===== config.mk =====
export PLATFORM = sky130hd
export DESIGN_NAME = credit_sched
export DESIGN_NICKNAME = d
export VERILOG_FILES = /design/src/rtl/credit_pkg.sv /design/src/rtl/rr_arbiter4.sv /design/src/rtl/credit_sched.sv
export SDC_FILE = /design/constraint.sdc
export NUM_CORES = 1
export LEC_CHECK = 0
export ABC_AREA = 1
export CAP_MARGIN = 20
export CORE_UTILIZATION = 25
export CTS_CLUSTER_SIZE = 8
export DETAILED_ROUTE_END_ITERATION = 12
export PLACE_DENSITY_LB_ADDON = 0.15
export SLEW_MARGIN = 20
export SYNTH_ARGS = -nofsm -noshare
export SYNTH_HDL_FRONTEND = slang
export SYNTH_SLANG_ARGS = --single-unit

===== constraint.sdc =====
create_clock -name CLK -period 3.5 [get_ports CLK]
set_clock_uncertainty 0.05 [all_clocks]
set_input_delay 0.7 -clock CLK [delete_from_list [all_inputs] [get_ports CLK]]
set_output_delay 0.7 -clock CLK [all_outputs]
set_load 0.05 [all_outputs]

===== src/rtl/credit_pkg.sv =====
`default_nettype none
// ----------------------------------------------------------------------------
// credit_pkg: shared constants, FSM encoding and helpers for credit_sched
// Rev 1.0
// ----------------------------------------------------------------------------
package credit_pkg;

  localparam logic [1:0] MODE_ADD   = 2'd0;
  localparam logic [1:0] MODE_SPEND = 2'd1;
  localparam logic [1:0] MODE_ALLOC = 2'd2;
  localparam logic [1:0] MODE_LIST  = 2'd3;

  localparam int LIST_MAX = 8;

  typedef enum logic [2:0] {
    ST_IDLE     = 3'd0,
    ST_CMD      = 3'd1,
    ST_LIST     = 3'd2,
    ST_HR_ALLOC = 3'd3,
    ST_HR_TICK  = 3'd4
  } state_t;

  function automatic logic [1:0] onehot_idx(input logic [3:0] oh);
    onehot_idx = 2'd0;
    for (int k = 0; k < 4; k++) begin
      if (oh[k]) onehot_idx = 2'(k);
    end
  endfunction

endpackage
`default_nettype wire


===== src/rtl/rr_arbiter4.sv =====
`default_nettype none
// ----------------------------------------------------------------------------
// rr_arbiter4: combinational 4-way round-robin grant starting at pointer
// Rev 1.0
// ----------------------------------------------------------------------------
module rr_arbiter4 (
  input  logic [3:0] request,
  input  logic [1:0] pointer,
  output logic [3:0] grant
);

  logic [1:0] idx;
  logic       found;

  always_comb begin
    grant = 4'd0;
    found = 1'b0;
    idx   = pointer;
    for (int k = 0; k < 4; k++) begin
      idx = pointer + 2'(k);
      if (!found && request[idx]) begin
        grant[idx] = 1'b1;
        found      = 1'b1;
      end
    end
  end

endmodule
`default_nettype wire


===== src/rtl/credit_sched.sv =====
`default_nettype none
// ----------------------------------------------------------------------------
// credit_sched: round-robin command scheduler and hourly sequencer for the ledger
// Rev 1.0
// ----------------------------------------------------------------------------
module credit_sched
  import credit_pkg::*;
#(
  parameter int         HOUR_CYCLES   = 100,
  parameter logic [2:0] HOURLY_CREDIT = 3'd3
) (
  input  logic        CLK,
  input  logic        RST,
  input  logic [3:0]  reqValid,
  input  logic [7:0]  reqMode,
  input  logic [11:0] reqID,
  input  logic [11:0] reqCredit,
  output logic [3:0]  reqReady,
  output logic [1:0]  mode,
  output logic [2:0]  studentID,
  output logic [2:0]  credit,
  output logic        incTime,
  input  logic [2:0]  idOutput,
  input  logic        endOfListWar,
  output logic        rspValid,
  output logic [1:0]  rspPort,
  output logic [2:0]  rspID,
  output logic        rspLast
);

  localparam int TW = $clog2(HOUR_CYCLES);

  state_t        state, state_nx;
  logic [1:0]    rr_ptr;
  logic [TW-1:0] timer;
  logic          hour_pending;
  logic          hour_clr;
  logic          timer_wrap;

  logic [1:0]    lat_port;
  logic [2:0]    lat_id;
  logic [2:0]    lat_cred;
  logic [3:0]    list_cnt, list_cnt_d;

  logic [1:0]    mode_d;
  logic [2:0]    id_d, cred_d, rid_d;
  logic          inc_d, rv_d, rl_d;
  logic [1:0]    rp_d;

  logic [3:0]    arb_req, grant;
  logic [1:0]    gi;
  logic [1:0]    port_mode [4];
  logic [2:0]    port_id   [4];
  logic [2:0]    port_cred [4];

  for (genvar i = 0; i < 4; i++) begin : g_unpack
    assign port_mode[i] = reqMode[2*i +: 2];
    assign port_id[i]   = reqID[3*i +: 3];
    assign port_cred[i] = reqCredit[3*i +: 3];
  end

  // Requesters only compete in IDLE with no hour waiting; the hour has priority.
  assign arb_req = reqValid & {4{(state == ST_IDLE) && !hour_pending}};

  rr_arbiter4 u_arb (
    .request (arb_req),
    .pointer (rr_ptr),
    .grant   (grant)
  );

  assign reqReady   = grant;
  assign gi         = onehot_idx(grant);
  assign timer_wrap = (timer == TW'(HOUR_CYCLES - 1));

  always_comb begin
    state_nx   = state;
    list_cnt_d = list_cnt;
    hour_clr   = 1'b0;
    mode_d     = MODE_ADD;
    id_d       = 3'd0;
    cred_d     = 3'd0;
    inc_d      = 1'b0;
    rv_d       = 1'b0;
    rp_d       = 2'd0;
    rid_d      = 3'd0;
    rl_d       = 1'b0;
    case (state)
      ST_IDLE: begin
        if (hour_pending) begin
          state_nx = ST_HR_ALLOC;
          mode_d   = MODE_ALLOC;
          cred_d   = HOURLY_CREDIT;
        end else if (|grant) begin
          mode_d     = port_mode[gi];
          id_d       = port_id[gi];
          cred_d     = port_cred[gi];
          list_cnt_d = 4'd0;
          state_nx   = (port_mode[gi] == MODE_LIST) ? ST_LIST : ST_CMD;
        end
      end
      ST_CMD: begin
        rv_d     = 1'b1;
        rl_d     = 1'b1;
        rp_d     = lat_port;
        state_nx = ST_IDLE;
      end
      ST_LIST: begin
        rp_d = lat_port;
        if (list_cnt == 4'd0) begin
          // Ledger list outputs are not valid until the second scan cycle.
          list_cnt_d = 4'd1;
          mode_d     = MODE_LIST;
          id_d       = lat_id;
          cred_d     = lat_cred;
        end else begin
          rv_d = 1'b1;
          if (endOfListWar || (list_cnt == 4'(LIST_MAX + 1))) begin
            rl_d     = 1'b1;
            state_nx = ST_IDLE;
          end else begin
            rid_d      = idOutput;
            list_cnt_d = list_cnt + 4'd1;
            mode_d     = MODE_LIST;
            id_d       = lat_id;
            cred_d     = lat_cred;
          end
        end
      end
      ST_HR_ALLOC: begin
        inc_d    = 1'b1;
        state_nx = ST_HR_TICK;
      end
      ST_HR_TICK: begin
        hour_clr = 1'b1;
        state_nx = ST_IDLE;
      end
      default: state_nx = ST_IDLE;
    endcase
  end

  always_ff @(posedge CLK) begin
    if (RST) begin
      state        <= ST_IDLE;
      rr_ptr       <= 2'd0;
      timer        <= '0;
      hour_pending <= 1'b0;
      lat_port     <= 2'd0;
      lat_id       <= 3'd0;
      lat_cred     <= 3'd0;
      list_cnt     <= 4'd0;
      mode         <= 2'd0;
      studentID    <= 3'd0;
      credit       <= 3'd0;
      incTime      <= 1'b0;
      rspValid     <= 1'b0;
      rspPort      <= 2'd0;
      rspID        <= 3'd0;
      rspLast      <= 1'b0;
    end else begin
      state     <= state_nx;
      list_cnt  <= list_cnt_d;
      mode      <= mode_d;
      studentID <= id_d;
      credit    <= cred_d;
      incTime   <= inc_d;
      rspValid  <= rv_d;
      rspPort   <= rp_d;
      rspID     <= rid_d;
      rspLast   <= rl_d;
      timer     <= timer_wrap ? '0 : timer + TW'(1);
      // A wrap landing on the clearing cycle still sees pending set, so it is dropped.
      if (hour_clr)        hour_pending <= 1'b0;
      else if (timer_wrap) hour_pending <= 1'b1;
      if (|grant) begin
        lat_port <= gi;
        lat_id   <= port_id[gi];
        lat_cred <= port_cred[gi];
        rr_ptr   <= gi + 2'd1;
      end
    end
  end

endmodule
`default_nettype wire


==> impl_metrics.ini, run 1 <==
[global_routing]
grt.overflow.total = 0
grt_start_max_net_pins = 22
grt_pass1_vias = 2296
grt_antenna_before_repair = 0
grt_first_pass_wirelength_mm = 10.41
globalRouteTotalUtil = 0.1293

[clock_network]
cts_root_buf = clkbuf_8
cts_made_buffers = 5
htree_levels = 2
clock_sink_count = 41
ctsHoldBuffers = 0
number_of_buffers_between_clock_root_and_the_deepest_sink = 2
tritoncts_clock_tree = built
clk-insertion-delay-late_ns = 0.29
path_clk_slew_ns = 0.08
post_cts_buffers = 0
post_cts.resized_instances = 0

[critical_path]
endpoint_kind = output pin
worst_r2r_path_depth = 18
worst_r2r_startpoint = rr_ptr[0]
cp.arrival_ns = 2.47
crit_type = reg2out
crit-reg2reg-capture = list_cnt[3]
cp_data_required_time_ns = 2.75
cp-start-kind = register
timing.critical_path.fanout_max = 9
ff2ff_setup_slack_ns = 0.46

[drt]
met2WireLength_mm = 2.707
initialDrtViolationCount = 130
route.detailed.wl_per_inst_um = 11.08
drt_wl_total_mm = 6.116
wl_met3_um = 352
vias_per_cell = 4.234
dr_vias = 2337
top_layer_used = met4
routed_length_on_met1_mm = 2.991
drtAntennaViolNets = 0
first_pass_iters = 4
drcViolationCount = 0

[run_status]
run_status = complete, no violations

[placement]
dp.cells = 544
placedInstanceArea_um2 = 3189
dp_hpwl_mm = 4.756
port_buffers = 61
gp_routability_congestion = 0.8240

[logic_synthesis]
portion_of_synthesized_cell_area_occupied_by_the_leading_cell_type = 0.3411
ys_dominant_reg_cell = dfxtp_1
post_synth.cell_area_avg_um2 = 6.702
synth.lib_cells_used.distinct = 35
mapped_area_um2 = 2406
async_flop_share = 0
synthesis.yosys.warnings = 0
syn_inst = 359
syn_nets = 411
ys_ff_latch = 41
synthTopCellsByCount = 98 x nand2_1, 51 x inv_1, 41 x dfxtp_1, 35 x nand3_1, 28 x nor2_1
post_synth_main_area_contributors = dfxtp_1 34%, nand2_1 15%, inv_1 8.0%
post-synth-top-count-cell = nand2_1
post_synth_edffs = 0
yosysSeqAreaShare = 0.3411
post-synth-top-area-cell = dfxtp_1

[timing]
finalHoldViolCount = 0
setup_viol_count_final = 0
finalCriticalPeriod_ns = 3.217
worst_hold_slack_ns = 0.3894
maxSlewHeadroom = 0.6349
slew_viol_final = 0
timing.fmax_ghz = 0.3109
grt_setup_unrepaired = no
totalNegativeSetupSlack_ns = 0
worst_margin_pin_slew_ns = 0.5459
timing.final.crit_share = 0.9191

[die]
top_level_ports = 62
die_width_um = 100.1
die_h_um = 100.1
fp.dieArea_um2 = 10020
placementRows = 35
floorplan.core_area_um2 = 9284
initial_core_util = 0.2592

[pwr]
clockPowerShare = 0.095
powerDensity_nw_per_um2 = 987.4
power.share.switching = 0.5342
p_leak_nw = 1.453
ir_worst_vdd_mv = 0.7654
power_report.internal_total_mw = 1.507
seq_power_share = 0.190
power_mw = 3.235
power_switching_mw = 1.728
portion_of_total_power_attributed_to_combinational_logic = 0.716

[finish]
finish.instance_area_um2 = 3276
n_fill_cell = 1027
post_route_cells_drive_above_1_share = 0.1064
area_added_between_synthesis_and_finish_pct = 36.14
nNetsFinal = 474
inserted_diodes = 0
cell_count_final_fillers_out = 552

[flow_run]
cap_viol_max_count = 0

[min_path]
hold-path-endpoint = rspPort[1]
worst_hold_path.num_cells = 2
worstHoldStart = lat_port[1]
worstHoldPathType = reg2reg
==> layout make-up <==
cell class	count	area, um2	area share
clock buffers	5	68.82	0.02101
clock inverters	3	17.52	0.005348
inverters	58	217.7	0.06646
multi-input cells	253	1324	0.4041
flip-flops and latches	41	820.8	0.2506
well taps	129	161.4	0.04927
repair buffers	63	665.6	0.2032
==> metal layers <==
metal  vias up  track usage
li1       1265            -
met1      1009       0.1650
met2        59       0.2106
met3         4      0.03760
met4         0      0.04013
met5         -            0
==> worst max path at each step <==
stage / startpoint / to / slack, ns / cells after the start
final: rr_ptr[0] / reqReady[2] / 0.28 / 11
after global routing: rr_ptr[0] / reqReady[2] / 0.07 / 12
after CTS: rr_ptr[0] / reqReady[2] / 0.24 / 11
after detailed placement: reqValid[3] / list_cnt[2] / 0.26 / 18
after global placement: reqValid[3] / list_cnt[2] / 0.31 / 16
after floorplan: rr_ptr[1] / list_cnt[2] / 0.57 / 16
==> cell families (layout without fill, tap and decap cells) <==
group / count (synthesis) / count (layout) / synth area share
AO/OA/AOI/OAI: 40 / 40 / 0.09985
XOR/XNOR: 1 / 1 / 0.003641
adder cells (fa/ha/maj): 10 / 10 / 0.05200
buffers and inverters: 65 / 129 / 0.1087
flip-flops: 41 / 41 / 0.3411
AND/OR/NAND/NOR: 202 / 202 / 0.3947
==> power by group through the flow <==
stage               logic (mW)  clock network, mW  registers (mW)
detailed placement        2.32                  0           0.626
global route              2.65              0.337           0.624
finish                    2.31              0.306           0.614
CTS                       2.34              0.318           0.615
floorplan                 1.64                  0           0.719
global placement          2.32                  0           0.624
==> state kept, by name, indices dropped and copies added, names as in the netlist, 2 cells and up <==
name,cells
rspID,3
studentID,3
lat_cred,3
lat_port,2
rr_ptr,2
mode,2
lat_id,3
list_cnt,4
credit,3
timer,7
state,3
rspPort,2
==> through the flow <==
step	worst slack, ns	utilization
floorplan	0.5683	-
global placement	0.3148	0.3435
detailed placement	0.2616	0.3435
CTS	0.2375	0.3528
global route	0.07311	0.3528
finish	0.2831	0.3528
==> placed cells by master (no fill, tap or decap), types with 3 or more instances in the layout <==
master           count
nand2_1             98
clkdlybuf4s50_1     57
inv_1               51
dfxtp_1             41
nand3_1             35
nor2_1              28
a21oi_1             15
o21ai_0             13
ha_1                10
nand2_2              9
nor3_1               9
inv_2                7
nand4_1              6
clkbuf_8             5
buf_12               4
nor2_4               3
o21a_1               3
==> critical path, cell delays in order (launching register included) <==
cell	delay [ns]
dfxtp_1	0.55
inv_1	0.24
ha_1	0.39
inv_1	0.11
nand3_1	0.10
nand2_2	0.14
nor2_4	0.08
nand3_1	0.08
inv_2	0.05
nor2_4	0.17
inv_1	0.11
buf_12	0.16
(Power assumes the default switching activity.)
==> run 2, diff against run 1 <==
--- a/config.mk
+++ b/config.mk
@@ -10,6 +10,7 @@
 export CORE_UTILIZATION = 25
 export CTS_CLUSTER_SIZE = 8
 export DETAILED_ROUTE_END_ITERATION = 12
+export HOLD_SLACK_MARGIN = 0.03
 export PLACE_DENSITY_LB_ADDON = 0.15
 export SLEW_MARGIN = 20
 export SYNTH_ARGS = -nofsm -noshare
==> results of run 2 <==
Same layout as run 1: the final DEF is identical, and so are final timing and power.
